**src/rtl/raster_pkg.sv**
```systemverilog
// Shared raster timing, game-space constants and stage payload types for the VGA mapping path.
package raster_pkg;

  typedef enum logic [1:0] {
    ROT_0   = 2'd0,
    ROT_90  = 2'd1,
    ROT_180 = 2'd2,
    ROT_270 = 2'd3
  } rot_mode_t;

  localparam int unsigned CNT_W = 10;
  localparam int unsigned SUB_W = 2;

  localparam int unsigned H_ACTIVE_DEF = 640;
  localparam int unsigned H_TOTAL_DEF  = 800;
  localparam int unsigned V_ACTIVE_DEF = 480;
  localparam int unsigned V_TOTAL_DEF  = 525;

  localparam int unsigned GAME_W_DEF = 240;
  localparam int unsigned GAME_H_DEF = 320;
  localparam int unsigned ADDR_W_DEF = 17;

  // One pipeline slot: raster position plus its mapped game coordinates.
  typedef struct packed {
    logic [CNT_W-1:0] hc;
    logic [CNT_W-1:0] vc;
    logic             active;
    logic             frame_start;
    logic             in_game;
    logic [CNT_W-1:0] x;
    logic [CNT_W-1:0] y;
  } map_stage_t;

endpackage

```
**src/rtl/raster_counter.sv**
```systemverilog
// S0 raster counters: pixel/line counts plus divider-free SCALE sub-counters for scaled u/v.
module raster_counter
  import raster_pkg::*;
#(
  parameter int unsigned H_TOTAL = H_TOTAL_DEF,
  parameter int unsigned V_TOTAL = V_TOTAL_DEF,
  parameter int unsigned SCALE   = 2
) (
  input  logic             clk,
  input  logic             rst,
  input  logic             pix_en_i,
  output logic [CNT_W-1:0] hc_o,
  output logic [CNT_W-1:0] vc_o,
  output logic [CNT_W-1:0] u_o,
  output logic [CNT_W-1:0] v_o,
  output logic             line_wrap_c,
  output logic             frame_wrap_c
);

  localparam logic [CNT_W-1:0] H_LAST = CNT_W'(H_TOTAL - 1);
  localparam logic [CNT_W-1:0] V_LAST = CNT_W'(V_TOTAL - 1);
  localparam logic [SUB_W-1:0] S_LAST = SUB_W'(SCALE - 1);

  logic [CNT_W-1:0] hc_q, hc_d, vc_q, vc_d, u_q, u_d, v_q, v_d;
  logic [SUB_W-1:0] hs_q, hs_d, vs_q, vs_d;

  assign line_wrap_c  = pix_en_i && (hc_q == H_LAST);
  assign frame_wrap_c = line_wrap_c && (vc_q == V_LAST);

  always_comb begin
    hc_d = hc_q;
    vc_d = vc_q;
    hs_d = hs_q;
    vs_d = vs_q;
    u_d  = u_q;
    v_d  = v_q;
    if (line_wrap_c) begin
      hc_d = '0;
      hs_d = '0;
      u_d  = '0;
      if (frame_wrap_c) begin
        vc_d = '0;
        vs_d = '0;
        v_d  = '0;
      end else begin
        vc_d = vc_q + 1'b1;
        if (vs_q == S_LAST) begin
          vs_d = '0;
          v_d  = v_q + 1'b1;
        end else begin
          vs_d = vs_q + 1'b1;
        end
      end
    end else if (pix_en_i) begin
      hc_d = hc_q + 1'b1;
      if (hs_q == S_LAST) begin
        hs_d = '0;
        u_d  = u_q + 1'b1;
      end else begin
        hs_d = hs_q + 1'b1;
      end
    end
  end

  always_ff @(posedge clk or negedge rst) begin
    if (!rst) begin
      hc_q <= '0;
      vc_q <= '0;
      hs_q <= '0;
      vs_q <= '0;
      u_q  <= '0;
      v_q  <= '0;
    end else begin
      hc_q <= hc_d;
      vc_q <= vc_d;
      hs_q <= hs_d;
      vs_q <= vs_d;
      u_q  <= u_d;
      v_q  <= v_d;
    end
  end

  assign hc_o = hc_q;
  assign vc_o = vc_q;
  assign u_o  = u_q;
  assign v_o  = v_q;

endmodule

```
**src/rtl/raster_mapper.sv**
```systemverilog
// Raster-to-game-space mapper: S0 counters, S1 quarter-turn rotate + range check, S2 address/outputs.
module raster_mapper
  import raster_pkg::*;
#(
  parameter int unsigned H_ACTIVE  = H_ACTIVE_DEF,
  parameter int unsigned H_TOTAL   = H_TOTAL_DEF,
  parameter int unsigned V_ACTIVE  = V_ACTIVE_DEF,
  parameter int unsigned V_TOTAL   = V_TOTAL_DEF,
  parameter int unsigned SCALE     = 2,
  parameter int unsigned GAME_W    = GAME_W_DEF,
  parameter int unsigned GAME_H    = GAME_H_DEF,
  parameter int unsigned ADDR_W    = ADDR_W_DEF,
  parameter int unsigned ROT_RESET = 1
) (
  input  logic              clk,
  input  logic              rst,
  input  logic              pix_en,
  input  logic [1:0]        rot_mode,
  output logic [CNT_W-1:0]  hc,
  output logic [CNT_W-1:0]  vc,
  output logic              active,
  output logic              frame_start,
  output logic [CNT_W-1:0]  xpos,
  output logic [CNT_W-1:0]  ypos,
  output logic              in_game,
  output logic [ADDR_W-1:0] addr
);

  localparam int unsigned MAP_W = CNT_W + 2;

  localparam logic [CNT_W-1:0]        H_ACT  = CNT_W'(H_ACTIVE);
  localparam logic [CNT_W-1:0]        V_ACT  = CNT_W'(V_ACTIVE);
  localparam logic signed [MAP_W-1:0] GW_S   = MAP_W'(GAME_W);
  localparam logic signed [MAP_W-1:0] GH_S   = MAP_W'(GAME_H);
  localparam logic signed [MAP_W-1:0] GW_M1  = MAP_W'(GAME_W - 1);
  localparam logic signed [MAP_W-1:0] GH_M1  = MAP_W'(GAME_H - 1);
  localparam logic [ADDR_W-1:0]       GW_A   = ADDR_W'(GAME_W);
  localparam rot_mode_t               MODE_RST = rot_mode_t'(2'(ROT_RESET));

  logic [CNT_W-1:0] hc_s0, vc_s0, u_s0, v_s0;
  logic             line_wrap_c, frame_wrap_c;

  raster_counter #(
    .H_TOTAL (H_TOTAL),
    .V_TOTAL (V_TOTAL),
    .SCALE   (SCALE)
  ) u_counter (
    .clk          (clk),
    .rst          (rst),
    .pix_en_i     (pix_en),
    .hc_o         (hc_s0),
    .vc_o         (vc_s0),
    .u_o          (u_s0),
    .v_o          (v_s0),
    .line_wrap_c  (line_wrap_c),
    .frame_wrap_c (frame_wrap_c)
  );

  rot_mode_t         mode_q, mode_d;
  map_stage_t        s1_q, s1_d, out_q;
  logic [ADDR_W-1:0] addr_q, addr_d;

  logic signed [MAP_W-1:0] us_c, vs_c, x_c, y_c;
  logic                    active_c, in_game_c;

  // The mode only changes on the strobe that takes the counters to (0,0).
  assign mode_d = frame_wrap_c ? rot_mode_t'(rot_mode) : mode_q;

  always_comb begin
    us_c = MAP_W'(u_s0);
    vs_c = MAP_W'(v_s0);
    x_c  = us_c;
    y_c  = vs_c;
    case (mode_q)
      ROT_0:   begin x_c = us_c;         y_c = vs_c;         end
      ROT_90:  begin x_c = GW_M1 - vs_c; y_c = us_c;         end
      ROT_180: begin x_c = GW_M1 - us_c; y_c = GH_M1 - vs_c; end
      ROT_270: begin x_c = vs_c;         y_c = GH_M1 - us_c; end
    endcase
    active_c  = (hc_s0 < H_ACT) && (vc_s0 < V_ACT);
    in_game_c = active_c && !x_c[MAP_W-1] && (x_c < GW_S)
                         && !y_c[MAP_W-1] && (y_c < GH_S);

    s1_d             = '0;
    s1_d.hc          = hc_s0;
    s1_d.vc          = vc_s0;
    s1_d.active      = active_c;
    s1_d.frame_start = (hc_s0 == '0) && (vc_s0 == '0);
    s1_d.in_game     = in_game_c;
    s1_d.x           = in_game_c ? x_c[CNT_W-1:0] : '0;
    s1_d.y           = in_game_c ? y_c[CNT_W-1:0] : '0;
  end

  // Off-game slots carry x = y = 0, so the address is forced to 0 as well.
  assign addr_d = ADDR_W'(s1_q.y) * GW_A + ADDR_W'(s1_q.x);

  always_ff @(posedge clk or negedge rst) begin
    if (!rst) begin
      mode_q <= MODE_RST;
      s1_q   <= '0;
      out_q  <= '0;
      addr_q <= '0;
    end else begin
      mode_q <= mode_d;
      if (pix_en) begin
        s1_q   <= s1_d;
        out_q  <= s1_q;
        addr_q <= addr_d;
      end
    end
  end

  assign hc          = out_q.hc;
  assign vc          = out_q.vc;
  assign active      = out_q.active;
  assign frame_start = out_q.frame_start;
  assign xpos        = out_q.x;
  assign ypos        = out_q.y;
  assign in_game     = out_q.in_game;
  assign addr        = addr_q;

endmodule

```
**config.mk**
```make
export PLATFORM = sky130hd
export DESIGN_NAME = raster_mapper
export DESIGN_NICKNAME = d
export VERILOG_FILES = /design/src/rtl/raster_pkg.sv /design/src/rtl/raster_counter.sv /design/src/rtl/raster_mapper.sv
export SDC_FILE = /design/constraint.sdc
export NUM_CORES = 1
export LEC_CHECK = 0
export BUFFER_PORTS_ARGS = -buffer_cell sky130_fd_sc_hd__buf_2
export CORE_MARGIN = 4
export CORE_UTILIZATION = 42
export CTS_CLUSTER_DIAMETER = 40
export DETAILED_ROUTE_END_ITERATION = 16
export SLEW_MARGIN = 25
export SYNTH_ARGS = -nofsm -noshare
export SYNTH_HDL_FRONTEND = slang
export SYNTH_SLANG_ARGS = --single-unit
```
**constraint.sdc**
```tcl
create_clock -name clk -period 4.33 [get_ports clk]
set_input_delay 0.2165 -clock clk [delete_from_list [all_inputs] [get_ports clk]]
set_output_delay 0.2165 -clock clk [all_outputs]
set_load 0.05 [all_outputs]
```
=== Yosys cells after proc, flatten, opt, wreduce, memory -nomap -nowiden ===
Cells that the tools add are included.

* Flip-flop bits (word level): 149
* Bits in latches: 0
* Bits in writable memories: 0
* Memory bits (read-only): 0
* Input port bits: 5
* Output and inout port bits: 60
* Word-level logic and storage cells: 80
* Memories: 0

* $add $sub $neg: 11
* $mul: 1
* Divide/modulo/power cells: 0
* Magnitude comparators: 4
* Eq/ne operators: 7
* Shift operators: 0
* Multiplexer cells: 17
* Bitwise logic cells: 0
* Reduce and logical (&&, ||, !) cells: 18

{| class="wikitable"
|+ Operators with widths
! kind !! count
|-
| $mux 10 || 10
|-
| $pmux 12 s4 || 2
|-
| $add 10x1->10 const B || 4
|-
| $sub 8x10->11 const A || 2
|-
| $sub 9x10->11 const A || 2
|-
| $eq 10x10->1 const B || 2
|-
| $logic_not 10->1 || 2
|-
| $add 17x10->17 || 1
|-
| $mul 10x4->13 const B || 1
|-
| $lt 12x10->1 const B || 1
|-
| $lt 12x9->1 const B || 1
|-
| $lt 10x10->1 const B || 1
|-
| $lt 10x9->1 const B || 1
|-
| $mux 2 || 5
|-
| $logic_and 1x1->1 || 8
|-
| $eq 2x1->1 const B || 3
|-
| $reduce_bool 2->1 || 3
|-
| $add 2x1->2 const B || 2
|-
| $eq 2x2->1 const B || 2
|-
| $reduce_and 2->1 || 2
|-
| $logic_not 1->1 || 2
|-
| $logic_not 2->1 || 1
|}

=== Longest topological paths before layout ===
* Depth after elaboration: 8
* Gate-level depth with buffers: 15
* Mapped depth without buffers: 14

=== Hierarchy ===
From an unflattened synthesis, not the netlist that was laid out.

* Cell total of the unflattened synthesis: 722
* Area, all modules: 8018.9 sq um

{| class="wikitable"
|+ Modules (own cells, without submodules)
! module !! times used !! cells each !! area an instance (sq um) !! sequential area each (sq um)
|-
| raster_mapper || 1 || 499 || 5786.8 || 2528.7
|-
| raster_counter || 1 || 223 || 2232.1 || 1101.1
|}

=== Least setup slack after synthesis ===
OpenSTA, ideal clock, no wires.

* Kind: flip-flop to flip-flop
* From: register s1_q[0] (netlist bit)
* To: register addr_q[15], in the netlist addr[15]
* Library setup time: 0.125 ns
* Arrival time: 3.398 ns
* Data required time: 4.205 ns
* Slack: 0.807 ns
* Cell stages (with the launch flop): 15
* Buffers on the path: 0
* Period minus slack after synthesis: 3.523 ns
* Path through: dfrtp_1 -> fa_1 -> inv_1 -> fa_1 -> inv_1 -> ha_1 -> a21o_1 -> a21oi_1 -> xnor2_1 -> ha_1 -> a2111oi_0 -> nor3_1 -> nand4_1 -> xnor2_1 -> mux2_2

* Word-level cells in the longest chain between the ends: 2

{| class="wikitable"
|+ Ends and longest elaborated chain
! element !! RTL line !! text
|-
| from (decl) || raster_mapper.sv:60 || <nowiki>map_stage_t s1_q, s1_d, out_q;</nowiki>
|-
| from (signal assigned) || raster_mapper.sv:100 || <nowiki>s1_q <= '0;</nowiki>
|-
| from (signal assigned) || raster_mapper.sv:106 || <nowiki>s1_q <= s1_d;</nowiki>
|-
| $mul 10x4->13 || raster_mapper.sv:95 || <nowiki>assign addr_d = ADDR_W'(s1_q.y) * GW_A + ADDR_W'(s1_q.x);</nowiki>
|-
| $add 17x10->17 || raster_mapper.sv:95 ||
|-
| to (signal assigned) || raster_mapper.sv:108 || <nowiki>addr_q <= addr_d;</nowiki>
|-
| to (decl) || raster_mapper.sv:61 || <nowiki>logic [ADDR_W-1:0] addr_q, addr_d;</nowiki>
|}

No other way between the ends.
A chain may end at the register's enable or synchronous reset.

=== Final worst setup path ===
Same ends and word-level chain as after synthesis.

==> impl_metrics.ini <==
[outcome]
status = complete, no violations

[routing]
route.detailed.wl_per_inst_um = 15.72
firstDrtPassIters = 4
drt_drc_violations_left = 0
ant_nets = 0
drt_first_iter_violations = 233
finalWirelength_mm = 16.68
detailroute.via_count = 5640
routed_via_density = 5.316

[critical_path]
crit_required_ns = 4.64
worstPathMaxFanout = 5
worst_setup_path_class = reg -> reg
critical_path.slowest_cell = sky130_fd_sc_hd__fa_1
path_buf_inv = 2
worstPathCellList = fa_1 > inv_1 > fa_1 > inv_1 > ha_1 > a21o_1 > a21oi_1 > xnor2_1 > ha_1 > a2111oi_0 > nor3_1 > nand4_1 > xnor2_1 > mux2_2
critPathMaxStageDelay_ns = 0.58
path_delay_family = adder cells
arrival_ns = 4.12
startpoint_class = flip-flop
worst_setup_path_end_kind = flip-flop

[final_layout]
layout.nets = 842
regArea_um2 = 3630
syn_to_final_growth_pct = 13.11
largest_reg_flops = 43
layout-drive-gt1-share_pct = 23.72
multi_input_comb_area_um2 = 4071
n_antenna_cell = 0
filler_cell_count = 1779
top_register = s1_q

[floorplanning]
ioPinCount = 65
die_w_um = 147.1
starting_density_of_the_core_pct = 42.99
coreArea_um2 = 18890
die_y_um = 147.1
placement_rows = 50
die_area_um2 = 21630

[sta]
fmaxAchievable_mhz = 262.5
final.setup.tns_ns = 0
report.final.slew_viol_count = 0
final-setup-viol-count = 0
period_minus_slack_ns = 3.809
worst-slew-pin-transition_ns = 0.9429
report.final.hold_viol_count = 0
relSlewSlack_pct = 37.01
setup_repair_after_global_routing_missed_its_margin = false
worst_clock_skew_ns = 0.01060
post-route-period-util_pct = 87.98

[global_route]
grt_antenna_before_repair = 0
grt_start_max_net_pins = 80
grt_first_pass_wirelength_mm = 28.50
via_count_of_the_first_global_routing_pass = 5659
grt_usage_pct = 16.09
gr-total-overflow = 0

[synth]
netlist_area_before_placement_um2 = 8123
synthDistinctLibCells = 72
ys_seq_elements = 145
synth_largest_area_cell = sky130_fd_sc_hd__dfrtp_1
synth.most_common_cell = sky130_fd_sc_hd__dfrtp_1
yosys.area.top_type_share_pct = 44.36
synthesis.instances = 746
leading_cell_types_by_total_area_after_synthesis = sky130_fd_sc_hd__dfrtp_1 (44%), sky130_fd_sc_hd__mux2_2 (10%), sky130_fd_sc_hd__ha_1 (4.5%), sky130_fd_sc_hd__fa_1 (4.4%), sky130_fd_sc_hd__xnor2_1 (3.3%)
seq_area_frac_synth_pct = 44.69
synthTopCellsByCount = sky130_fd_sc_hd__dfrtp_1 (144), sky130_fd_sc_hd__mux2_2 (72), sky130_fd_sc_hd__inv_1 (48)
ys_warn_count = 0
net_count_after_synthesis = 798
synthesis.area_per_instance_um2 = 10.89
synth-edff-count = 0
synthFlopType = sky130_fd_sc_hd__dfrtp_1
asyncSetResetFlopFracSynth_pct = 100.0

[clock_network]
clk_root_buffer_cell = sky130_fd_sc_hd__clkbuf_16
tritoncts_num_sinks = 145
clock_tree_from_tritoncts = yes
insertion_delay_ns = 0.43
ctsLongestPathBuffers = 2
cts.reportedPaths.clkPinSlew_ns = 0.06
tritoncts.num_buffers = 17
htree_levels = 4
cts_setup_buffers = 0

[placed_design]
port_buffers = 64
globalplace.congestion = 0.8232
detailedPlacementHpwl_mm = 11.90

[flow_run]
cap_violations = 0

[power]
total_power_uw = 4740
power_per_cell_area_nw_per_um2 = 515.9
p_leak_uw = 0.004254
max-vdd-ir-drop_mv = 0.2887

[hold_path]
hold_class = in -> reg
## routing by layer
layer	track usage [%]	vias to the layer above	share of wire, %
met3	3.856	21	3.6
li1	-	2717	-
met2	26.20	104	48
met4	6.058	0	2.1
met1	20.95	2798	46
met5	0	-	0
## kinds of logic after synthesis
| family | after synthesis | share of synthesized area (%) |
|---|---|---|
| DFF | 145 | 44.69 |
| xor gates and xnor gates | 43 | 4.636 |
| buffers and inverters | 93 | 5.191 |
| muxes | 93 | 12.89 |
| AOI/OAI and AO/OA | 145 | 12.00 |
| adders and majority gates | 47 | 8.903 |
| and+or+nand+nor | 180 | 11.69 |
## stage by stage
stage          std cells  util (%)  setup WS, ns  hold WS, ns  area (um^2)
2_1_floorplan        746         -        0.8074     -0.07909         8123
3_3_place_gp        1029     45.34        0.6514       0.2429         8566
3_5_place_dp        1029     45.34        0.5302       0.2482         8566
4_1_cts             1061     48.63        0.5130      0.02837         9188
5_1_grt             1061     48.63        0.2515      0.04635         9188
6_report            1061     48.63        0.5206      0.03869         9188
## report_power, final
group          leakage [uW]  total [uW]  internal, uW  switching (uW)
logic               0.00207        1510           540             974
clock network      0.000291        1500           915             584
registers           0.00189        1730          1550             176
## placed cells by master (no fill, tap or decap), types with 3 or more instances in the layout
| cell | netlist | final |
|---|---|---|
| sky130_fd_sc_hd__xor2_1 | 12 | 12 |
| sky130_fd_sc_hd__or4_1 | 3 | 3 |
| sky130_fd_sc_hd__o21ai_1 | 4 | 4 |
| sky130_fd_sc_hd__nor2b_1 | 8 | 8 |
| sky130_fd_sc_hd__o31ai_1 | 6 | 6 |
| sky130_fd_sc_hd__ha_1 | 29 | 29 |
| sky130_fd_sc_hd__or3_1 | 5 | 5 |
| sky130_fd_sc_hd__a21oi_1 | 24 | 24 |
| sky130_fd_sc_hd__inv_6 | 0 | 4 |
| sky130_fd_sc_hd__inv_1 | 48 | 48 |
| sky130_fd_sc_hd__nand4_1 | 12 | 12 |
| sky130_fd_sc_hd__a21o_1 | 10 | 10 |
| sky130_fd_sc_hd__buf_2 | 9 | 62 |
| sky130_fd_sc_hd__o2bb2ai_2 | 3 | 3 |
| sky130_fd_sc_hd__dfrtp_1 | 144 | 144 |
| sky130_fd_sc_hd__buf_4 | 5 | 5 |
| sky130_fd_sc_hd__o21ai_0 | 46 | 46 |
| sky130_fd_sc_hd__clkbuf_8 | 0 | 4 |
| sky130_fd_sc_hd__mux2i_1 | 16 | 16 |
| sky130_fd_sc_hd__clkbuf_16 | 0 | 17 |
| sky130_fd_sc_hd__o2bb2ai_1 | 6 | 6 |
| sky130_fd_sc_hd__a211oi_1 | 4 | 4 |
| sky130_fd_sc_hd__nor3_1 | 21 | 21 |
| sky130_fd_sc_hd__nand2b_1 | 10 | 10 |
| sky130_fd_sc_hd__o211ai_1 | 5 | 5 |
| sky130_fd_sc_hd__nand3b_1 | 4 | 4 |
| sky130_fd_sc_hd__o21a_1 | 7 | 7 |
| sky130_fd_sc_hd__nor2_1 | 35 | 35 |
| sky130_fd_sc_hd__xnor2_1 | 31 | 31 |
| sky130_fd_sc_hd__nand3_1 | 13 | 13 |
| sky130_fd_sc_hd__o22ai_1 | 3 | 3 |
| sky130_fd_sc_hd__mux2_2 | 72 | 72 |
| sky130_fd_sc_hd__and2_1 | 3 | 3 |
| sky130_fd_sc_hd__a31oi_1 | 6 | 6 |
| sky130_fd_sc_hd__o22ai_2 | 5 | 5 |
| sky130_fd_sc_hd__nand2_1 | 44 | 44 |
| sky130_fd_sc_hd__fa_1 | 18 | 18 |
| sky130_fd_sc_hd__nor3b_1 | 3 | 3 |
| sky130_fd_sc_hd__and3_1 | 6 | 6 |
## worst paths after layout
path | from | to | slack, ns | cells after the start
max in group asynchronous | rst | ypos[2] | 2.89 | 3
worst min register to register | s1_q[10] | s1_q[10] | 0.49 | 1
worst min-delay path | rot_mode[0] | mode_q[0] | 0.04 | 2
min in group asynchronous | rst | in_game | 0.35 | 2
worst max register to register | s1_q[0] | addr[15] | 0.52 | 14
worst max-delay path | s1_q[0] | addr[15] | 0.52 | 14
## layout make-up
| cell class | instances | share of cell area [%] |
|---|---|---|
| multi-input combinational | 508 | 44.31 |
| sequential | 145 | 39.51 |
| clock buffer | 21 | 5.229 |
| timing repair buffer | 70 | 4.126 |
| tap | 260 | 3.541 |
| inverter | 48 | 1.961 |
| clock inverter | 9 | 1.321 |
## what timing repair did
action | in CTS | in global routing
hold buffers | 2 | 0
hold endpoints to repair | 59 | 0
gates resized for setup | 0 | 0
Note: power is estimated with default switching activity, not from simulation.
